[src/rtl/xor_dec_pkg.sv]
// Shared constants, phase state type and key rotation helper for the XOR stream decryptor.
package xor_dec_pkg;

    localparam logic [7:0] KeyLoDefault = 8'hBE;
    localparam logic [7:0] KeyHiDefault = 8'hCA;
    localparam int unsigned FifoWidth   = 9;

    typedef enum logic {
        PH_LO = 1'b0,
        PH_HI = 1'b1
    } phase_e;

    function automatic logic [15:0] rotl16(input logic [15:0] v);
        return {v[14:0], v[15]};
    endfunction

endpackage

[src/rtl/xor_dec_fifo2.sv]
// Two-entry valid/ready FIFO. Occupancy is registered, so ready_o never depends on ready_i.
module xor_dec_fifo2 #(
    parameter int unsigned Width = 9
) (
    input  logic             clk_i,
    input  logic             rst_i,
    input  logic             valid_i,
    output logic             ready_o,
    input  logic [Width-1:0] data_i,
    output logic             valid_o,
    input  logic             ready_i,
    output logic [Width-1:0] data_o
);

    logic [Width-1:0] mem_q [2];
    logic [Width-1:0] mem_d [2];
    logic             wr_ptr_q, wr_ptr_d;
    logic             rd_ptr_q, rd_ptr_d;
    logic [1:0]       count_q, count_d;
    logic             push, pop;

    assign ready_o = (count_q < 2'd2);
    assign valid_o = (count_q != 2'd0);
    // Empty FIFO presents zero rather than a stale entry.
    assign data_o  = valid_o ? mem_q[rd_ptr_q] : '0;

    assign push = valid_i && ready_o;
    assign pop  = valid_o && ready_i;

    always_comb begin
        mem_d[0] = mem_q[0];
        mem_d[1] = mem_q[1];
        wr_ptr_d = wr_ptr_q;
        rd_ptr_d = rd_ptr_q;
        count_d  = count_q;
        if (push) begin
            mem_d[wr_ptr_q] = data_i;
            wr_ptr_d        = ~wr_ptr_q;
        end
        if (pop) begin
            rd_ptr_d = ~rd_ptr_q;
        end
        unique case ({push, pop})
            2'b10:   count_d = count_q + 2'd1;
            2'b01:   count_d = count_q - 2'd1;
            default: count_d = count_q;
        endcase
    end

    always_ff @(posedge clk_i or posedge rst_i) begin
        if (rst_i) begin
            mem_q[0] <= '0;
            mem_q[1] <= '0;
            wr_ptr_q <= 1'b0;
            rd_ptr_q <= 1'b0;
            count_q  <= 2'd0;
        end else begin
            mem_q[0] <= mem_d[0];
            mem_q[1] <= mem_d[1];
            wr_ptr_q <= wr_ptr_d;
            rd_ptr_q <= rd_ptr_d;
            count_q  <= count_d;
        end
    end

endmodule

[src/rtl/xor_stream_decrypt.sv]
// Byte-wise XOR stream decryptor alternating two key bytes, with a 2-entry output FIFO.
// Define XOR_DEC_ROLL_EN to rotate the 16-bit key after every high-phase byte.
module xor_stream_decrypt
    import xor_dec_pkg::*;
#(
    parameter logic [7:0] KEY_LO = KeyLoDefault,
    parameter logic [7:0] KEY_HI = KeyHiDefault
) (
    input  logic       clk,
    input  logic       rst,
    input  logic       in_valid,
    output logic       in_ready,
    input  logic [7:0] in_data,
    input  logic       in_sync,
    output logic       out_valid,
    input  logic       out_ready,
    output logic [7:0] out_data,
    output logic       out_phase,
    output logic [7:0] byte_count
);

    phase_e         state_q, state_d;
    phase_e         phase_use;
    logic [7:0]     count_q, count_d;
    logic           in_xfer;
    logic [7:0]     key_lo_cur, key_hi_cur;
    logic [7:0]     plain;
    logic [FifoWidth-1:0] fifo_out;

    assign in_xfer    = in_valid && in_ready;
    // A sync byte always starts a frame on the low key.
    assign phase_use  = in_sync ? PH_LO : state_q;
    assign plain      = in_data ^ ((phase_use == PH_HI) ? key_hi_cur : key_lo_cur);
    assign byte_count = count_q;

`ifdef XOR_DEC_ROLL_EN
    logic [15:0] key_q, key_d;

    assign key_lo_cur = in_sync ? KEY_LO : key_q[7:0];
    assign key_hi_cur = key_q[15:8];

    always_comb begin
        key_d = key_q;
        if (in_xfer) begin
            if (in_sync) begin
                key_d = {KEY_HI, KEY_LO};
            end else if (state_q == PH_HI) begin
                key_d = rotl16(key_q);
            end
        end
    end

    always_ff @(posedge clk or posedge rst) begin
        if (rst) begin
            key_q <= {KEY_HI, KEY_LO};
        end else begin
            key_q <= key_d;
        end
    end
`else
    assign key_lo_cur = KEY_LO;
    assign key_hi_cur = KEY_HI;
`endif

    always_comb begin
        state_d = state_q;
        count_d = count_q;
        if (in_xfer) begin
            if (in_sync) begin
                state_d = PH_HI;
                count_d = 8'd1;
            end else begin
                state_d = (state_q == PH_LO) ? PH_HI : PH_LO;
                count_d = count_q + 8'd1;
            end
        end
    end

    always_ff @(posedge clk or posedge rst) begin
        if (rst) begin
            state_q <= PH_LO;
            count_q <= 8'd0;
        end else begin
            state_q <= state_d;
            count_q <= count_d;
        end
    end

    xor_dec_fifo2 #(
        .Width (FifoWidth)
    ) u_fifo (
        .clk_i   (clk),
        .rst_i   (rst),
        .valid_i (in_valid),
        .ready_o (in_ready),
        .data_i  ({phase_use == PH_HI, plain}),
        .valid_o (out_valid),
        .ready_i (out_ready),
        .data_o  (fifo_out)
    );

    assign out_phase = fifo_out[8];
    assign out_data  = fifo_out[7:0];

endmodule

[config.mk]
export PLATFORM = sky130hd
export DESIGN_NAME = xor_stream_decrypt
export DESIGN_NICKNAME = d
export VERILOG_FILES = /design/src/rtl/xor_dec_pkg.sv /design/src/rtl/xor_dec_fifo2.sv /design/src/rtl/xor_stream_decrypt.sv
export SDC_FILE = /design/constraint.sdc
export NUM_CORES = 1
export LEC_CHECK = 0
export BUFFER_PORTS_ARGS = -buffer_cell sky130_fd_sc_hd__buf_4
export CORE_MARGIN = 1
export CORE_UTILIZATION = 45
export CTS_CLUSTER_DIAMETER = 50
export DETAILED_ROUTE_END_ITERATION = 12
export HOLD_SLACK_MARGIN = 0.12
export PLACE_DENSITY = 0.68
export SLEW_MARGIN = 20
export SYNTH_ARGS = -nofsm -noshare
export SYNTH_HDL_FRONTEND = slang
export SYNTH_SLANG_ARGS = --single-unit
[constraint.sdc]
create_clock -name clk -period 2.7 [get_ports clk]
set_clock_uncertainty 0.15 [all_clocks]
set_input_delay 0.27 -clock clk [delete_from_list [all_inputs] [get_ports clk]]
set_output_delay 0.27 -clock clk [all_outputs]
set_load 0.02 [all_outputs]
==> results of run 1 <==
==> kinds of logic (layout without fill, tap and decap cells) <==
family                   count (synthesis)  count (layout)  share of synthesized area [%]
buffers and inverters                   11              55                           3.25
adder cells (fa/ha/maj)                  2               2                           1.71
multiplexers                            13              13                           9.15
XOR/XNOR                                 8               8                           4.79
AND/OR/NAND/NOR                         54              54                           17.3
AO/OA/AOI/OAI                           29              29                           10.8
flip-flops                              31              31                           53.0
==> layout make-up <==
cell class,instances,area [um^2]
fillers,282,1160
flip-flops and latches,31,776
multi-input cells,106,639
repair buffers,43,348
well taps,44,55.1
clock buffers,6,51.3
clock inverters,2,35.0
inverters,4,15.0
==> report_power, final <==
group / total [mW] / switching (mW) / internal (mW)
Clock: 0.383 / 0.164 / 0.219
Combinational: 0.955 / 0.517 / 0.437
Sequential: 0.838 / 0.177 / 0.661
Total: 2.18 / 0.859 / 1.32
==> sequential cells by signal, summed over array words and instances, names as in the netlist <==
register / flops
u_fifo.mem_q: 18
byte_count: 8
u_fifo.count_q: 2
state_q: 1
u_fifo.rd_ptr_q: 1
u_fifo.wr_ptr_q: 1
==> cells in the final DEF, fill, tap and decap left out <==
master / n
nand2_1: 24
xnor2_1: 6
and3_1: 1
nor2_1: 13
clkinv_2: 1
nor2b_1: 1
dlygate4sd3_1: 10
inv_1: 4
bufinv_16: 1
a21boi_1: 1
buf_4: 33
nand3_1: 2
nand4b_1: 1
nand4_1: 1
mux2_2: 3
nand2b_1: 4
nor4_1: 1
nor3b_1: 1
or3_1: 1
a31oi_1: 1
or4_1: 1
clkbuf_8: 1
nand3b_1: 2
clkbuf_4: 5
ha_1: 2
or3b_1: 1
dfrtp_1: 31
o311ai_0: 1
o31ai_1: 1
a21boi_0: 1
mux2i_1: 10
xor2_1: 2
o21ai_0: 24
==> path summary, 6_finish.rpt <==
| kind | startpoint | end | slack [ns] | depth (start not counted) |
|---|---|---|---|---|
| worst max-delay path | u_fifo.rd_ptr_q$_DFFE_PP0P_ | out_phase | 0.76 | 3 |
| worst min-delay path | out_ready | u_fifo.rd_ptr_q$_DFFE_PP0P_ | 0.18 | 3 |
| worst max register to register | u_fifo.count_q[1]$_DFFE_PP0P_ | byte_count[5]$_DFFE_PP0P_ | 0.89 | 3 |
| worst min register to register | u_fifo.mem_q[11]$_DFFE_PP0P_ | u_fifo.mem_q[11]$_DFFE_PP0P_ | 0.34 | 2 |
| max in group asynchronous | rst | u_fifo.mem_q[11]$_DFFE_PP0P_ | 1.70 | 4 |
| min in group asynchronous | rst | u_fifo.mem_q[1]$_DFFE_PP0P_ | 0.41 | 4 |
==> critical path, cell delays in order, from the launching register on <==
cell     delay, ns
dfrtp_1       0.71
mux2i_1       0.26
nor2_1        0.06
buf_4         0.15
==> per-stage QoR <==
step / setup WS [ns] / std cells / util (%) / power [mW] / hold WS (ns)
finish: 0.763 / 236 / 62.4 / 2.18 / 0.176
global route: 0.650 / 236 / 62.4 / 2.33 / 0.197
CTS: 0.741 / 236 / 62.4 / 2.19 / 0.180
detailed placement: 0.924 / 218 / 56.3 / 1.80 / 0.232
global placement: 0.999 / 218 / 56.3 / 1.76 / 0.223
floorplan: 1.14 / 148 / - / 1.45 / 0.224
==> layer usage <==
metal,track usage (%),up-vias,wire length (um),part of all wire [%]
met5,0,-,0,0
met2,32.3,27,1480,48
met1,25.2,578,1400,46
li1,-,585,-,-
met4,11.2,0,57,1.9
met3,4.59,7,119,3.9
==> what timing repair did <==
item | in CTS | in global routing
endpoints found under the hold margin | 49 | 0
gates resized for setup | 0 | 0
hold buffers | 10 | 0
==> metrics.cfg, run 1 <==
[yosys]
yosys-top-cells-count = dfrtp_1, nand2_1, o21ai_0
yosysTopAreaCellShare_pct = 53.0
syn_nets = 163
synth_warnings = 0
synth_async_sr_flop_share_pct = 100
synth_area_leaders = dfrtp_1, o21ai_0, mux2i_1
synth_area_um2 = 1460
ys_seq_area_share_pct = 53.0
yosys_most_used_dff = dfrtp_1
yosysMostFrequentCell = dfrtp_1
synthDistinctLibCells = 29
synth_area_per_cell_um2 = 9.88
synth_enable_flop_cells = 0
synthCells = 148
synth_seq_cells = 31
synth_largest_area_cell = dfrtp_1

[cells_and_area]
final_cell_area_um2 = 1920
nets = 206
drive_gt1_share_pct = 22.9
diodes = 0
area_delta_synth_final_pct = 31.2

[drt]
wire_per_inst_um = 13.0
num_vias = 1197
drcViolationCount = 0
drt_iter0_markers = 37
via_per_inst = 5.07
ant_nets = 0
dr.pass1.iters = 4
wl_mm = 3.06

[global_routing]
grt_pass1_vias = 1094
grt_pass1_wl_mm = 5.04
overflow = 0
antenna_found_initial = 0
grt_start_max_net_pins = 32
grtUsageTotal_pct = 20.1

[floorplan]
die_w_um = 59.0
core-area_um2 = 3080
die_y_um = 59.0
num_rows = 20
die_area_um2 = 3480
initial_core_util_pct = 47.5
num_io_pins = 32

[setup_path]
startpoint_type = flip-flop
required_ns = 2.28
cp-end-kind = output port
critPathMaxFanout = 10
arrival_ns = 1.52
worstSetupPathType = flip-flop to output port

[timing]
fmax_ghz = 0.516
setup_viol = 0
slew_violations = 0
period_needed_ns = 1.94
final-hold-violation-count = 0
tightest_slew_ns = 0.576
rsz0062_at_grt = no
finalSetupTns_ns = 0
fin_crit_sh_pct = 71.7
slew_headroom_pct = 61.5

[run]
drv_cap = 0

[place]
port_buffers = 31
globalplace.congestion = 0.754
dp_hpwl_mm = 2.04
place_area_um2 = 1730

[clocking]
clockBufferDepth = 2
cts.htree.levels = 2
clk_pin_slew_ns = 0.10
cts-root-buf = clkbuf_4
cts.sinks = 31
cts_buffers = 5
post_cts_buffers = 0
cts_tree = done
clkLatencyLatePin_ns = 0.33

[outcome]
status = finished clean

[pwr]
vdd_drop_max_uv = 543
static-leakage-power_nw = 0.921
powerDensity_nw_per_um2 = 1130

[min_path]
hold_path.class = input pin to flip-flop

Power figures use the tool's default switching activity.
==> run 2, diff against run 1 <==
ABC_AREA = 1   (was default)
clock period = 2 ns   (was 2.7 ns; I/O delays follow)
==> run 2 against run 1 <==
Clock power is 6.8% higher. Hold slack improved by 0.17 ns. Largest cell class unchanged. Global-route usage is 1.2 points higher.
==> metrics.cfg, run 2 <==
[place]
globalplace.congestion = 0.762
port_buffers = 31
dp_hpwl_mm = 2.06
place_area_um2 = 1750
pre_cts_slack_ns = 0.329

[cells_and_area]
final_cell_mix = nand2_1, buf_4, dfrtp_1
ff_latch_area_um2 = 776
top_register = u_fifo.mem_q
nets = 238
largest_register_ff_count = 18
layout.cells.most_common = nand2_1
multiInputGateArea_um2 = 617
final_cell_area_um2 = 1950
drive_gt1_share_pct = 22.3
n_fill_cell = 280
area_delta_synth_final_pct = 31.6
diodes = 0

[floorplan]
core-area_um2 = 3080
die_w_um = 59.3
die_y_um = 59.3
num_io_pins = 32
die_area_um2 = 3520
initial_core_util_pct = 48.0
num_rows = 20

[pwr]
switchingPower_mw = 1.18
switching_share_pct = 41.5
static-leakage-power_nw = 0.972
clock_power_share_pct = 14.5
pwr-share-comb_pct = 48.0
vdd_drop_max_uv = 763
finalPower_mw = 2.83
pwr-share-seq_pct = 37.5
internal_power_mw = 1.66
powerDensity_nw_per_um2 = 1460

[clocking]
cts_buffers = 5
cts.sinks = 31
post_cts_resized = 0
post_cts_buffers = 0
cts-root-buf = clkbuf_4
ctsHoldBuffers = 13
clockBufferDepth = 2
clk_pin_slew_ns = 0.09
cts.htree.levels = 2
clkLatencyLatePin_ns = 0.33
cts_tree = done

[setup_path]
critPathBufInv = 2
cp-end-kind = flip-flop
critPathMaxFanout = 19
arrival_ns = 1.87
crit_family = simple AND/OR/NAND/NOR gates
startpoint_type = input pin
slowest_delay_ns = 0.58
ff2ff_path_depth = 5
required_ns = 2.10
r2r_start = u_fifo.count_q[1]$_DFFE_PP0P_
rr_endpoint = byte_count[0]$_DFFE_PP0P_
r2r_slack_ns = 0.29
crit_chain = dlygate4sd3_1 > buf_4 > nand2_4 > or2_1 > nand2_1 > o21ai_2
worstSetupPathType = input pin to flip-flop
cp_slowest_cell = or2_1

[yosys]
ys_seq_area_share_pct = 52.5
synthCells = 174
synth_async_sr_flop_share_pct = 100
synth_largest_area_cell = dfrtp_1
yosys_most_used_dff = dfrtp_1
syn_nets = 189
yosysMostFrequentCell = nand2_1
yosys-top-cells-count = nand2_1, dfrtp_1, o21ai_0
yosysTopAreaCellShare_pct = 52.5
synthDistinctLibCells = 24
synth_enable_flop_cells = 0
synth_seq_cells = 31
synth_warnings = 0
synth_area_leaders = dfrtp_1, nand2_1, o21ai_0
synth_area_per_cell_um2 = 8.50
synth_area_um2 = 1480

[min_path]
min_to = u_fifo.mem_q[9]$_DFFE_PP0P_
min_from = u_fifo.mem_q[9]$_DFFE_PP0P_
min_path_cells = 2
hold_path.class = flip-flop to flip-flop

[global_routing]
grt_start_max_net_pins = 32
grt_pass1_vias = 1227
grtUsageTotal_pct = 21.3
grt_pass1_wl_mm = 5.39
overflow = 0
antenna_found_initial = 0

[drt]
dr.pass1.iters = 4
wire_per_inst_um = 11.7
drt_iter0_markers = 74
via_per_inst = 4.74
drcViolationCount = 0
ant_nets = 0
num_vias = 1269
wl_mm = 3.13

[timing]
tightest_slew_ns = 0.715
fmax_ghz = 0.564
setup_viol = 0
rsz0062_at_grt = no
period_needed_ns = 1.77
fin_crit_sh_pct = 88.7
slew_headroom_pct = 52.3
slew_violations = 0
finalSetupTns_ns = 0
finalWorstSetupSlack_ns = 0.225
final-hold-violation-count = 0

[outcome]
status = finished clean

[run]
drv_cap = 0

-- run 2: final cells by class --
cell class	instances	area share (%)
Clock buffer	8	3.53
Multi-Input combinational cell	126	31.7
Sequential cell	31	39.8
Tap cell	44	2.83
Inverter	12	2.31
Timing Repair Buffer	47	19.8
-- run 2: tightest hold or removal path: stages (launching register included) --
cell	delay (ns)
dfrtp_1	0.35
nand2_1	0.06
o21ai_2	0.05
-- run 2: worst max-delay path by stage --
stage | cells past startpoint | startpoint | end
detailed placement | 5 | u_fifo.count_q[1]$_DFFE_PP0P_ | u_fifo.mem_q[16]$_DFFE_PP0P_
global placement | 4 | u_fifo.count_q[1]$_DFFE_PP0P_ | u_fifo.mem_q[14]$_DFFE_PP0P_
CTS | 6 | in_valid | u_fifo.mem_q[16]$_DFFE_PP0P_
finish | 6 | in_valid | u_fifo.mem_q[16]$_DFFE_PP0P_
floorplan | 6 | u_fifo.count_q[1]$_DFFE_PP0P_ | u_fifo.count_q[1]$_DFFE_PP0P_
global route | 6 | in_valid | u_fifo.mem_q[16]$_DFFE_PP0P_
-- run 2: routing by layer --
metal / up-vias / track usage, % / part of all wire (%)
met2: 39 / 36.9 / 49
li1: 650 / - / -
met5: - / 0 / 0
met1: 575 / 24.9 / 44
met3: 5 / 5.02 / 4.8
met4: 0 / 9.52 / 1.5
-- run 2: logic make-up after synthesis --
family | after synthesis | share of synthesized area [%]
AOI/OAI and AO/OA | 34 | 12.9
xor gates and xnor gates | 7 | 4.15
adders and majority gates | 2 | 1.69
buffers and inverters | 17 | 5.84
DFF | 31 | 52.5
and+or+nand+nor | 83 | 22.9
-- run 2: metrics by stage --
stage	hold slack, ns	cells	utilization, %
after floorplan	0.131	174	-
after global placement	0.154	247	56.8
after detailed placement	0.163	247	56.8
after CTS	0.346	268	63.3
after global routing	0.363	268	63.3
final	0.343	268	63.3
-- run 2: power groups by stage --
stage | Clock (mW) | Sequential, mW | Combinational, mW
after floorplan | 0 | 1.08 | 0.861
after global placement | 0 | 1.06 | 1.30
after detailed placement | 0 | 1.08 | 1.33
after CTS | 0.423 | 1.06 | 1.37
after global routing | 0.446 | 1.10 | 1.52
final | 0.409 | 1.06 | 1.36
==> run 3, diff against run 2 <==
GPL_TIMING_DRIVEN = 0   (was default)
clock period = 1.85 ns   (was 2 ns; I/O delays follow)
==> run 3 against run 2 <==
Flip-flop and latch count stayed put. Count of clock-buffer cells in the layout down 1. Routed wire length hardly changed.
==> metrics.cfg, run 3 (synthesized netlist as in run 2, its figures left out) <==
[outcome]
status = finished clean

[pwr]
powerDensity_nw_per_um2 = 1540
finalPower_mw = 2.99
static-leakage-power_nw = 0.969
vdd_drop_max_uv = 641

[clocking]
cts.htree.levels = 2
cts_buffers = 5
post_cts_buffers = 0
cts-root-buf = clkbuf_4
cts.sinks = 31
clockBufferDepth = 2
cts_tree = done
clk_pin_slew_ns = 0.09
clkLatencyLatePin_ns = 0.32

[floorplan]
die_y_um = 59.3
core-area_um2 = 3080
num_rows = 20
initial_core_util_pct = 48.0
die_area_um2 = 3520
num_io_pins = 32
die_w_um = 59.3

[setup_path]
cp-end-kind = output port
startpoint_type = flip-flop
required_ns = 1.51
critPathMaxFanout = 10
arrival_ns = 1.41
worstSetupPathType = flip-flop to output port

[cells_and_area]
post-route-util_pct = 63.0
largest_register_ff_count = 18
multiInputGateArea_um2 = 617
n_fill_cell = 298
area_delta_synth_final_pct = 31.1
layout.cells.most_common = nand2_1
diodes = 0
ff_latch_area_um2 = 776
drive_gt1_share_pct = 23.1
nets = 239
final-instance-count-excl-fill = 269
top_register = u_fifo.mem_q
final_cell_mix = nand2_1, dfrtp_1, buf_4

[global_routing]
grt_start_max_net_pins = 32
grtUsageTotal_pct = 21.0
overflow = 0
grt_pass1_wl_mm = 5.33
antenna_found_initial = 0
grt_pass1_vias = 1259

[timing]
fmax_ghz = 0.574
slew_headroom_pct = 57.5
period_needed_ns = 1.74
worst_hold_slack_ns = 0.342
fin_crit_sh_pct = 94.2
tightest_slew_ns = 0.637
final-hold-violation-count = 0
rsz0062_at_grt = no
slew_violations = 0
setup_viol = 0
finalSetupTns_ns = 0

[place]
dp_hpwl_mm = 2.10
port_buffers = 31
placedCellCount = 249
globalplace.congestion = 0.702

[drt]
dr.pass1.iters = 4
drt_iter0_markers = 67
drcViolationCount = 0
wl_mm = 3.13
via_per_inst = 4.91
wire_per_inst_um = 11.6
num_vias = 1322
ant_nets = 0

[run]
drv_cap = 0

[min_path]
hold_path.class = flip-flop to flip-flop

-- run 3: repair_timing --
| action | 4_1_cts | 5_1_grt |
|---|---|---|
| hold endpoints to repair | 56 | 0 |
| endpoints found under the setup margin | 10 | 0 |
| hold buffers | 12 | 0 |
| gates resized for setup | 2 | 0 |
-- run 3: power breakdown --
| group | switching, mW | total, mW | internal (mW) |
|---|---|---|---|
| combinational | 0.860 | 1.47 | 0.610 |
| sequential | 0.195 | 1.15 | 0.958 |
| clock | 0.223 | 0.371 | 0.148 |
-- run 3: layer usage --
layer	vias up	share of wire, %	track usage, %
met5	-	0	0
met3	4	4.8	4.59
met4	0	0.64	10.5
met2	34	50	37.6
met1	630	45	23.2
li1	654	-	-
-- run 3: layout make-up --
type                    count  share of cell area (%)
repair buffers             43                    18.2
clock buffers               7                    2.32
plain buffers               5                    2.26
well taps                  44                    2.84
multi-input cells         126                    31.8
clock inverters             1                   0.258
inverters                  12                    2.32
flip-flops and latches     31                    40.0
-- run 3: worst max-delay path: stages (launching register included) --
cell,delay [ns]
dfrtp_1,0.42
nor2_1,0.15
clkbuf_2,0.27
a21oi_1,0.09
buf_4,0.17
-- run 3: per-stage QoR --
step           setup slack (ns)  instance area, um^2
6_report                  0.107                 1940
3_5_place_dp              0.249                 1770
5_1_grt                  0.0122                 1940
3_3_place_gp              0.280                 1770
2_1_floorplan             0.281                 1480
4_1_cts                  0.0818                 1940
-- run 3: path summary, 6_finish.rpt --
path                                               start                             to  slack (ns)  depth (start not counted)
min in group asynchronous                            rst      byte_count[5]$_DFFE_PP0P_        0.35                          3
setup reg to reg           u_fifo.count_q[1]$_DFFE_PP0P_  u_fifo.count_q[1]$_DFFE_PP0P_        0.26                          6
setup / recovery           u_fifo.count_q[0]$_DFFE_PP0P_                    out_data[2]        0.11                          4
hold / removal              u_fifo.mem_q[12]$_DFFE_PP0P_   u_fifo.mem_q[12]$_DFFE_PP0P_        0.34                          2
max in group asynchronous                            rst      byte_count[2]$_DFFE_PP0P_        0.77                          3
hold reg to reg             u_fifo.mem_q[12]$_DFFE_PP0P_   u_fifo.mem_q[12]$_DFFE_PP0P_        0.34                          2
